## src/rtl/div_rr_scheduler.sv

```systemverilog
// div_rr_scheduler: round-robin arbiter sharing one Start/Busy divider among NREQ requesters.
// Divide-by-zero is answered locally; a divider that never finishes is aborted after TIMEOUT cycles.
module div_rr_scheduler #(
   parameter int NREQ    = 4,
   parameter int W       = 8,
   parameter int TIMEOUT = 63
) (
   input  logic              clk,
   input  logic              rst,
   input  logic [NREQ-1:0]   req,
   input  logic [NREQ*W-1:0] req_a,
   input  logic [NREQ*W-1:0] req_b,
   output logic [NREQ-1:0]   done,
   output logic [W-1:0]      res_q,
   output logic [W-1:0]      res_r,
   output logic              res_err,
   output logic              sched_busy,
   output logic              div_start,
   output logic [W-1:0]      div_a,
   output logic [W-1:0]      div_b,
   input  logic              div_busy,
   input  logic [W-1:0]      div_q,
   input  logic [W-1:0]      div_r
);
   localparam int PW = $clog2(NREQ);
   localparam int CW = $clog2(TIMEOUT + 1);

   // Handshake: a requester holds req[i] high (with operands) until done[i] pulses for one cycle.
   typedef enum logic [2:0] {IDLE, ISSUE, WAIT_HI, WAIT_LO, DONE} state_t;

   state_t        state;
   state_t        state_nxt;
   logic [PW-1:0] ptr;
   logic [PW-1:0] winner;
   logic [W-1:0]  win_a;
   logic [W-1:0]  win_b;
   logic [CW-1:0] cnt;
   logic [CW-1:0] cnt_inc;
   logic          timeout;

   // Scan from farthest to nearest so the closest requester after ptr overrides the rest.
   always_comb begin
      winner = ptr;
      for (int k = NREQ; k >= 1; k--) begin
         if (req[(int'(ptr) + k) % NREQ]) winner = PW'((int'(ptr) + k) % NREQ);
      end
   end

   assign win_a   = req_a[winner*W +: W];
   assign win_b   = req_b[winner*W +: W];
   assign cnt_inc = cnt + 1'b1;
   assign timeout = (cnt_inc == CW'(TIMEOUT));

   always_ff @(posedge clk or negedge rst) begin
      if (!rst) state <= IDLE;
      else      state <= state_nxt;
   end

   always_comb begin
      state_nxt = state;
      case (state)
         IDLE:    if (|req) state_nxt = (win_b == '0) ? DONE : ISSUE;
         ISSUE:   state_nxt = WAIT_HI;
         WAIT_HI: if (timeout) state_nxt = DONE;
                  else if (div_busy) state_nxt = WAIT_LO;
         WAIT_LO: if (timeout || !div_busy) state_nxt = DONE;
         DONE:    state_nxt = IDLE;
         default: state_nxt = IDLE;
      endcase
   end

   always_comb begin
      done       = '0;
      div_start  = (state == ISSUE);
      sched_busy = (state != IDLE);
      if (state == DONE) done[ptr] = 1'b1;
   end

   always_ff @(posedge clk or negedge rst) begin
      if (!rst) begin
         ptr     <= PW'(NREQ - 1);
         div_a   <= '0;
         div_b   <= '0;
         res_q   <= '0;
         res_r   <= '0;
         res_err <= 1'b0;
         cnt     <= '0;
      end else begin
         case (state)
            IDLE: if (|req) begin
               ptr   <= winner;
               div_a <= win_a;
               div_b <= win_b;
               if (win_b == '0) begin
                  res_q   <= '1;
                  res_r   <= win_a;
                  res_err <= 1'b1;
               end
            end
            ISSUE: cnt <= '0;
            WAIT_HI, WAIT_LO: begin
               cnt <= cnt_inc;
               // Abort wins over a Busy edge landing in the same cycle.
               if (timeout) begin
                  res_q   <= '0;
                  res_r   <= '0;
                  res_err <= 1'b1;
               end else if (state == WAIT_LO && !div_busy) begin
                  res_q   <= div_q;
                  res_r   <= div_r;
                  res_err <= 1'b0;
               end
            end
            default: ;
         endcase
      end
   end
endmodule
```

## config.mk

```make
export PLATFORM = sky130hd
export DESIGN_NAME = div_rr_scheduler
export DESIGN_NICKNAME = d
export VERILOG_FILES = /design/src/rtl/div_rr_scheduler.sv
export SDC_FILE = /design/constraint.sdc
export NUM_CORES = 1
export LEC_CHECK = 0
export BUFFER_PORTS_ARGS = -buffer_cell sky130_fd_sc_hd__buf_2
export CORE_MARGIN = 2
export CORE_UTILIZATION = 48
export DETAILED_ROUTE_END_ITERATION = 8
export HOLD_SLACK_MARGIN = 0.15
export PLACE_DENSITY_LB_ADDON = 0.25
export SLEW_MARGIN = 20
export SYNTH_ARGS = -nofsm -noshare
export SYNTH_HDL_FRONTEND = slang
export SYNTH_SLANG_ARGS = --single-unit
export TNS_END_PERCENT = 1
```

## constraint.sdc

```tcl
create_clock -name clk -period 3.82 [get_ports clk]
set_input_delay 0.191 -clock clk [delete_from_list [all_inputs] [get_ports clk]]
set_output_delay 0.191 -clock clk [all_outputs]
set_load 0.1 [all_outputs]
```

== Word level (Yosys, flattened, before mapping) ==
Index checks and enable logic that the tools add are counted.

* Bits in registers: 44
* Bits of input ports: 87
* Word-level logic and storage cells: 94
* Output and inout bits: 39

* Muxes and demuxes: 41
* Add/sub/neg operators: 5
* Reduce and logical (&&, ||, !) cells: 18
* $lt $le $gt $ge: 6
* Shifts and indexed selects: 2
* Equal/unequal tests: 10
* Bitwise operators: 4

{| class="wikitable"
|+ Operators by type and width
! kind !! number
|-
| $mux W8 || 8
|-
| $shiftx A32 B6 Y8 || 2
|-
| $pmux W8 S2 || 2
|-
| $lt A3 B4 Y1 const B || 4
|-
| $mux W3 || 5
|-
| $mux W1 || 13
|-
| $pmux W3 S4 || 1
|-
| $pmux W6 S2 || 1
|-
| $reduce_or A2 Y1 || 5
|-
| $bmux W1 S2 || 4
|-
| $logic_not A8 Y1 || 1
|-
| $mux W2 || 4
|-
| $add A6 B1 Y6 const B || 1
|-
| $eq A3 B2 Y1 const B || 2
|-
| $eq A6 B6 Y1 const B || 1
|-
| $ne A2 B2 Y1 const B || 3
|-
| $ne A3 B3 Y1 const B || 2
|-
| $add A2 B1 Y2 const B || 2
|-
| $add A2 B2 Y2 const B || 2
|-
| $and A1 B1 Y1 const A || 4
|-
| $mux W4 || 1
|-
| $reduce_and A4 Y1 || 1
|-
| $reduce_bool A2 Y1 || 2
|-
| $reduce_or A4 Y1 || 1
|-
| 13 further kinds || 14
|}

== Logic depth before layout (Yosys ltp) ==
Gate-level depths: netlist of run 1.

* Depth in word-level cells: 15
* Mapped depth: 13
* Gate-level depth less buffers: 9

== Worst setup path before layout of run 1 ==
OpenSTA, ideal clock, no wires.

* Path type: register -> register
* From: reg ptr[1]
* To: reg res_r[4]
* Path buffers: 3
* Clock period less this slack: 3.182 ns
* Arrival time: 3.057 ns
* Slack: 0.638 ns
* Stages on the path, launching flop included: 13
* Data required time: 3.695 ns
* Library setup time: 0.125 ns
* Cell sequence: dfstp_2 > buf_4 > inv_1 > ha_1 > nor2b_1 > o31a_1 > a21oi_1 > buf_4 > a31oi_1 > a22o_1 > o41a_1 > buf_6 > mux2_4

* Longest elaborated chain between the ends: 12
* Elaborated cells on any way between the ends: 28
* Those cells by class: add/sub (4); eq/ne (1); shift (2); mux (19); reduce/logical (2)

{| class="wikitable"
|+ Ends and longest elaborated chain
! item !! RTL line !! RTL
|-
| from (decl) || 33 || <nowiki>logic [PW-1:0] ptr;</nowiki>
|-
| from (signal assigned) || 81 || <nowiki>ptr <= PW'(NREQ - 1);</nowiki>
|-
| from (signal assigned) || 91 || <nowiki>ptr <= winner;</nowiki>
|-
| $add A2 B1 Y2 || 45 || <nowiki>if (req[(int'(ptr) + k) % NREQ]) winner = PW'((int'(ptr) + k) % NREQ);</nowiki>
|-
| $bmux W1 S2 || 45 ||
|-
| $mux W1 (not written as such) (2 in a row) || 45 ||
|-
| $mux W2 (3 in a row) || 45 ||
|-
| $mux W2 * || 45 ||
|-
| $shiftx A32 B6 Y8, on equally long branches || 50, 49 ||
|-
| $logic_not A8 Y1 or $mux W8 (tied branches) || 94 || <nowiki>if (win_b == '0) begin</nowiki>
|-
| $ne A2 B2 Y1 (no line) or $mux W8 (tied branches) || -- ||
|-
| $reduce_and A4 Y1 (no line) or $pmux W8 S2 (tied branches) || -- ||
|-
| to (signal assigned) || 96 || <nowiki>res_r <= win_a;</nowiki>
|-
| to (signal assigned) || 110 || <nowiki>res_r <= div_r;</nowiki>
|-
| to (decl) || 15 || <nowiki>output logic [W-1:0] res_r,</nowiki>
|}

Every way passes the cells marked *; elsewhere a longest branch is shown, timed or not. The select of a mux whose other input is x is not followed.
A chain may end at the register's enable or synchronous reset.

== Worst setup path after layout of run 1 ==
* From: reg ptr[0]
* To: reg res_err

* Longest elaborated chain between the ends: 12
* Elaborated cells on any way between the ends: 24
* Those cells by class: add/sub (4); eq/ne (1); shift (1); mux (16); reduce/logical (2)

{| class="wikitable"
|+ Ends and longest elaborated chain
! item !! RTL line !! RTL
|-
| $add A2 B1 Y2 || 45 ||
|-
| $bmux W1 S2 || 45 ||
|-
| $mux W1 (not written as such) (2 in a row) || 45 ||
|-
| $mux W2 (3 in a row) || 45 ||
|-
| $mux W2 * || 45 ||
|-
| $shiftx A32 B6 Y8 * || 50 || <nowiki>assign win_b = req_b[winner*W +: W];</nowiki>
|-
| $logic_not A8 Y1 * || 94 ||
|-
| $ne A2 B2 Y1 (no line) * || -- ||
|-
| $reduce_and A4 Y1 (no line) * || -- ||
|-
| to (signal assigned) || 97 || <nowiki>res_err <= 1'b1;</nowiki>
|-
| to (signal assigned) || 107 || <nowiki>res_err <= 1'b1;</nowiki>
|-
| to (signal assigned) || 111 || <nowiki>res_err <= 1'b0;</nowiki>
|-
| to (decl) || 16 || <nowiki>output logic res_err,</nowiki>
|}

Marks and branches as above.

==> results.txt, run 1 <==
Outcome - complete, no violations
Post-DP HPWL - 5.67 mm
Fin Setup TNS - 0 ns
CP Launch Point - ptr[0]
Boundary Pins - 126
Row count - 27
Largest cells by area after synthesis - dfrtp_1 (37%), mux2i_1 (11%), o21ai_0 (5.3%), nand2_1 (4.6%), mux2_2 (4.0%)
Relative slew slack - 36.3%
Initial antenna violation count - 0
Synthesis Warnings - 0
DRT met1 WL - 3.09 mm
Seq cells post-synth - 44
CP required - 4.04 ns
DRC errors left - 0
WHS Endpoint - res_q[7]
Hold Fails Final Rpt - 0
Reg2Reg Depth - 10
Met2 wire len - 3.61 mm
Fin crit period - 3.55 ns
Min-Delay Path Class - input port to register
Postcts setup bufs - 0
Vias in the first global route - 2602
Max cap viols - 0
Die Area - 6520 µm²
Final net count - 522
Min Hold Slack - 0.155 ns
Ys async rst share - 100%
Endpoints failing setup - 0
Initial DRC count - 161
Top_reg_cell synth - dfrtp_1
Congestion Overflow GR - 0
Worst hold path cell count - 3
Total track usage - 23.2%
Die span in x - 80.8 µm
Tcrit/Tclk final - 92.9%
HP Start - div_q[7]
Vias/cell - 5.43
Cell taking the most area after synthesis - dfrtp_1
Hold Buf Count CTS - 2
CTS Buf Count - 5
Drt total wl - 7.32 mm
Core box area - 5610 µm²
Top layer reached by signal wires - met4
Port Buffers - 125
CTS Buffer Depth - 2
Global-route wire length before repair - 11.8 mm
Initial Util - 50.4%
Post-synthesis sequential area ratio - 39.0%
CP arrival - 3.77 ns
Post-synthesis cell count - 305
Resized Gates After CTS - 0
ANT nets after route - 0
R2r endpoint - res_err
Clock skew - 0.00520 ns
RR Startpoint - ptr[0]
CTS sink cnt - 44
Startpoint Class - register
Worst-margin pin slew - 0.955 ns
Max Freq - 282 MHz
Synth top cells by count - dfrtp_1 (42), nand2_1 (35), mux2i_1 (32), o21ai_0 (30), inv_1 (23)
Final Wtd Congestion - 0.897
DIE HEIGHT - 80.8 µm
Avg Cell Area, Syn - 9.28 µm²
Slew Limit Fails - 0
Reg2Reg Setup Slack - 0.27 ns
H-tree level count - 2
RSZ-0062 raised after global routing - no
Skew-Pair Late Insertion Delay - 0.29 ns
TritonCTS clock tree - built
Clock Pin Slew Worst Setup and Hold Paths - 0.09 ns
Share of cells above drive strength 1 - 40.0%
Crit. End Element - register
Clock root cell - clkbuf_8
Crit Path Max Fanout - 10
Crit path kind - register to register
Post-synth EDFFs - 0
Top-count cell post-synth - dfrtp_1
DR vias - 2725
ANT cells - 0
WL met3 - 499 µm
Mapped Nets - 398
Area of the mapped netlist - 2830 µm²
Synth cell types - 51
First drt pass iteration count - 4
Synth top area share - 37.2%
Largest net degree at the start of global routing - 45
Synth-to-layout area growth - 28.6%
Wire length per cell - 14.6 µm
-- registers in the layout, summed over array words and instances (netlist names) --
name,count
div_a,8
res_r,8
res_q,8
div_b,8
state,3
cnt,6
ptr,2
res_err,1
-- how the worst max path moves through the flow --
stage / cells past startpoint / end
6_report: 10 / res_err
5_1_grt: 10 / res_err
4_1_cts: 10 / res_err
3_5_place_dp: 10 / res_err
3_3_place_gp: 10 / res_err
2_1_floorplan: 12 / res_r[4]
-- placed cells by master, fill, tap and decap left out, types with 3 or more instances in the layout --
cell and count:
nand3_1 4, nor3_1 6, a211oi_1 8, mux2i_1 32
or2_2 3, o31ai_1 3, nand2_1 35, a21oi_2 8
o21ai_0 30, and3_1 5, dfrtp_1 42, inv_1 23
nor2_1 9, buf_2 125, clkbuf_8 5, ha_1 6
mux2_2 10, mux2_4 3, a21oi_1 18, o22ai_1 7
buf_4 8
-- stage by stage --
step	setup slack [ns]	util (%)	cells	cell area (µm²)
2_1_floorplan	0.638	-	305	2830
3_3_place_gp	0.439	62.5	492	3500
3_5_place_dp	0.274	62.5	492	3500
4_1_cts	0.262	64.9	502	3640
5_1_grt	0.0765	64.9	502	3640
6_report	0.272	64.9	502	3640
-- critical path, stage by stage, from the launching register on --
cell and delay, ns:
dfstp_2 0.53, inv_1 0.08, ha_1 0.42, nor2b_1 0.10
o31a_1 0.35, a21oi_1 0.48, a31oi_1 0.15, a22o_1 0.28
o41a_1 0.64, buf_4 0.30, a32oi_2 0.14
-- layer usage --
layer	track usage [%]	vias up
li1	-	1336
met1	27.8	1280
met2	40.1	99
met3	5.78	10
met4	8.98	0
met5	0	-
-- cell type report --
cell class              count  area (µm²)
clock buffers               5        68.8
clock inverters             3        46.3
fillers                   515        1970
inverters                  24        90.1
multi-input cells         219        1530
flip-flops and latches     44        1100
well taps                  72        90.1
repair buffers            135         706
-- cell families after synthesis --
logic type / synth area share [%]
AO/OA/AOI/OAI: 21.7
AND/OR/NAND/NOR: 12.1
multiplexers: 16.9
flip-flops: 39.0
buffers and inverters: 7.03
adder cells (fa/ha/maj): 2.65
XOR/XNOR: 0.619
Power of run 1 is not shown: default switching activity piles up to over one toggle a cycle in this logic, so the estimate is an artifact.
==> run 2: changes to the inputs <==
Settings changed: CORE_UTILIZATION 48 to 45.
==> run 2 against run 1 <==
Against the previous run: via count decreased by 2.4%; register-to-register slack about the same; global-route usage decreased by 2.6 points; count of clock-buffer cells in the layout unchanged; worst setup slack got worse by 0.0077 ns; sequential share of layout area increased by 0.17 points; cell count increased by 0.40%.
==> results.txt, run 2 (synthesis results as in run 1) <==
Port Buffers - 125 (unchanged)
Slack of the critical path - 0.264 ns (-0.00768 ns)
Synth-to-layout area growth - 27.9%
CP Cell Sequence - inv_1, ha_1, o311ai_2, a21o_1, nand3_1, a22o_1, o41a_2, buf_4, a32oi_2
Crit. End Element - register
Endpoints failing setup - 0 (unchanged)
Largest net degree at the start of global routing - 45 (unchanged)
Share of cells above drive strength 1 - 39.9% (-0.14 points)
Die span in x - 83.3 µm (+3.1%)
Worst-margin pin slew - 0.952 ns (-0.00311 ns)
Vias in the first global route - 2672 (+2.7%)
Die Area - 6940 µm² (+6.3%)
Crit path kind - register to register
Initial antenna violation count - 0 (unchanged)
Wire length per cell - 14.2 µm (-2.4%)
Commonest non-fill, non-tap cell in the layout - buf_2
Vias/cell - 5.28 (-2.8%)
Core box area - 5990 µm² (+6.8%)
Final net count - 522 (unchanged)
Startpoint Class - register
Initial Util - 47.2% (-3.2 points)
CTS Buffer Depth - 2 (unchanged)
Setup Slack @ Placement - 0.143 ns (-0.132 ns)
Clock Pin Slew Worst Setup and Hold Paths - 0.08 ns (about the same)
Outcome - complete, no violations
Postcts setup bufs - 0 (unchanged)
Crit Path Max Fanout - 13 (+3)
Buf+Inv Stages, Crit Path - 2 (unchanged)
Max cap viols - 0 (unchanged)
Skew-Pair Late Insertion Delay - 0.29 ns (about the same)
Drt total wl - 7.18 mm (-2.0%)
Global-route wire length before repair - 11.8 mm (+0.77%)
CP arrival - 3.77 ns (about the same)
ANT nets after route - 0 (unchanged)
Clock skew - 0.00452 ns (-0.000679 ns)
TritonCTS clock tree - built
Area of the multi-input gates - 1540 µm² (+0.33%)
RSZ-0062 raised after global routing - no
CP top delay family - compound AO/OA/AOI/OAI gates
First drt pass iteration count - 4 (unchanged)
CTS sink cnt - 44 (unchanged)
Max Freq - 281 MHz (-0.22%)
CP max stage delay - 0.68 ns (+0.04 ns)
Fill count - 531 (+3.1%)
Post-DP HPWL - 5.72 mm (+0.83%)
Fin Setup TNS - 0 ns (unchanged)
Relative slew slack - 36.5% (+0.21 points)
Fin crit period - 3.56 ns (+0.00768 ns)
Row count - 28 (+3.7%)
Final Wtd Congestion - 0.786 (-12%)
Min-Delay Path Class - input port to register
Reg2Reg Setup Slack - 0.26 ns (about the same)
Congestion Overflow GR - 0 (unchanged)
Total track usage - 20.6% (-2.6 points)
CTS Buf Count - 5 (unchanged)
DR vias - 2660 (-2.4%)
DIE HEIGHT - 83.3 µm (+3.1%)
Slowest cell on the critical path - dfstp_2
DRC errors left - 0 (unchanged)
H-tree level count - 2 (unchanged)
Clock root cell - clkbuf_8
Initial DRC count - 103 (-36%)
Most frequent cells in the layout - buf_2 (125), dfrtp_1 (42), nand2_1 (35)
Slew Limit Fails - 0 (unchanged)
Boundary Pins - 126 (unchanged)
Hold Fails Final Rpt - 0 (unchanged)
Tcrit/Tclk final - 93.1% (+0.20 points)
ANT cells - 0 (unchanged)
CP required - 4.04 ns (about the same)
Storage element area - 1100 µm² (unchanged)
## run 2: changes by cell type in the layout (fill, tap and decap cells not counted), sizes merged
| cell | delta |
|---|---|
| buf | -2 |
| clkinv | +1 |
| bufinv | -1 |
| dlygate4sd3 | +2 |
| inv | -1 |
## run 2: final timing paths
| check | startpoint | end | cells after the start |
|---|---|---|---|
| setup / recovery | ptr[0] | res_err | 9 |
| hold / removal | div_q[3] | res_q[3] | 3 |
| setup reg to reg | ptr[0] | res_err | 9 |
| hold reg to reg | div_b[5] | div_b[5] | 2 |
| max in group asynchronous | rst | res_r[1] | 2 |
| min in group asynchronous | rst | res_q[4] | 2 |
## run 2: area by class of cell
cell class | instances | area share (%)
Timing Repair Buffer | 135 | 19.6
Tap cell | 75 | 2.59
Inverter | 24 | 2.49
Clock inverter | 2 | 0.346
Sequential cell | 44 | 30.5
Multi-Input combinational cell | 219 | 42.5
Clock buffer | 5 | 1.90
## run 2: timing repair
action,CTS,global route
endpoints found under the hold margin,45,0
setup endpoints to repair,0,13
gates resized for setup,0,2
hold buffers,4,0
## run 2: metrics by stage
| step | cell area (µm²) | utilization (%) | hold slack [ns] | std cells |
|---|---|---|---|---|
| after floorplan | 2830 | - | -0.105 | 305 |
| after global placement | 3490 | 58.3 | 0.398 | 493 |
| after detailed placement | 3490 | 58.3 | 0.401 | 493 |
| after CTS | 3610 | 60.3 | 0.153 | 504 |
| after global routing | 3620 | 60.4 | 0.174 | 504 |
| final | 3620 | 60.4 | 0.157 | 504 |
## run 2: metal layers
layer	wire length, µm	vias to the layer above	track usage [%]
li1	-	1329	-
met1	3020	1230	24.7
met2	3550	91	36.4
met3	523	10	5.86
met4	85	0	4.62
met5	0	-	0
## run 2: worst min-delay path: stages
cell and delay (ns):
buf_2 0.08, a21oi_1 0.06, a21oi_2 0.09
Power of run 2 is left out for the same reason.
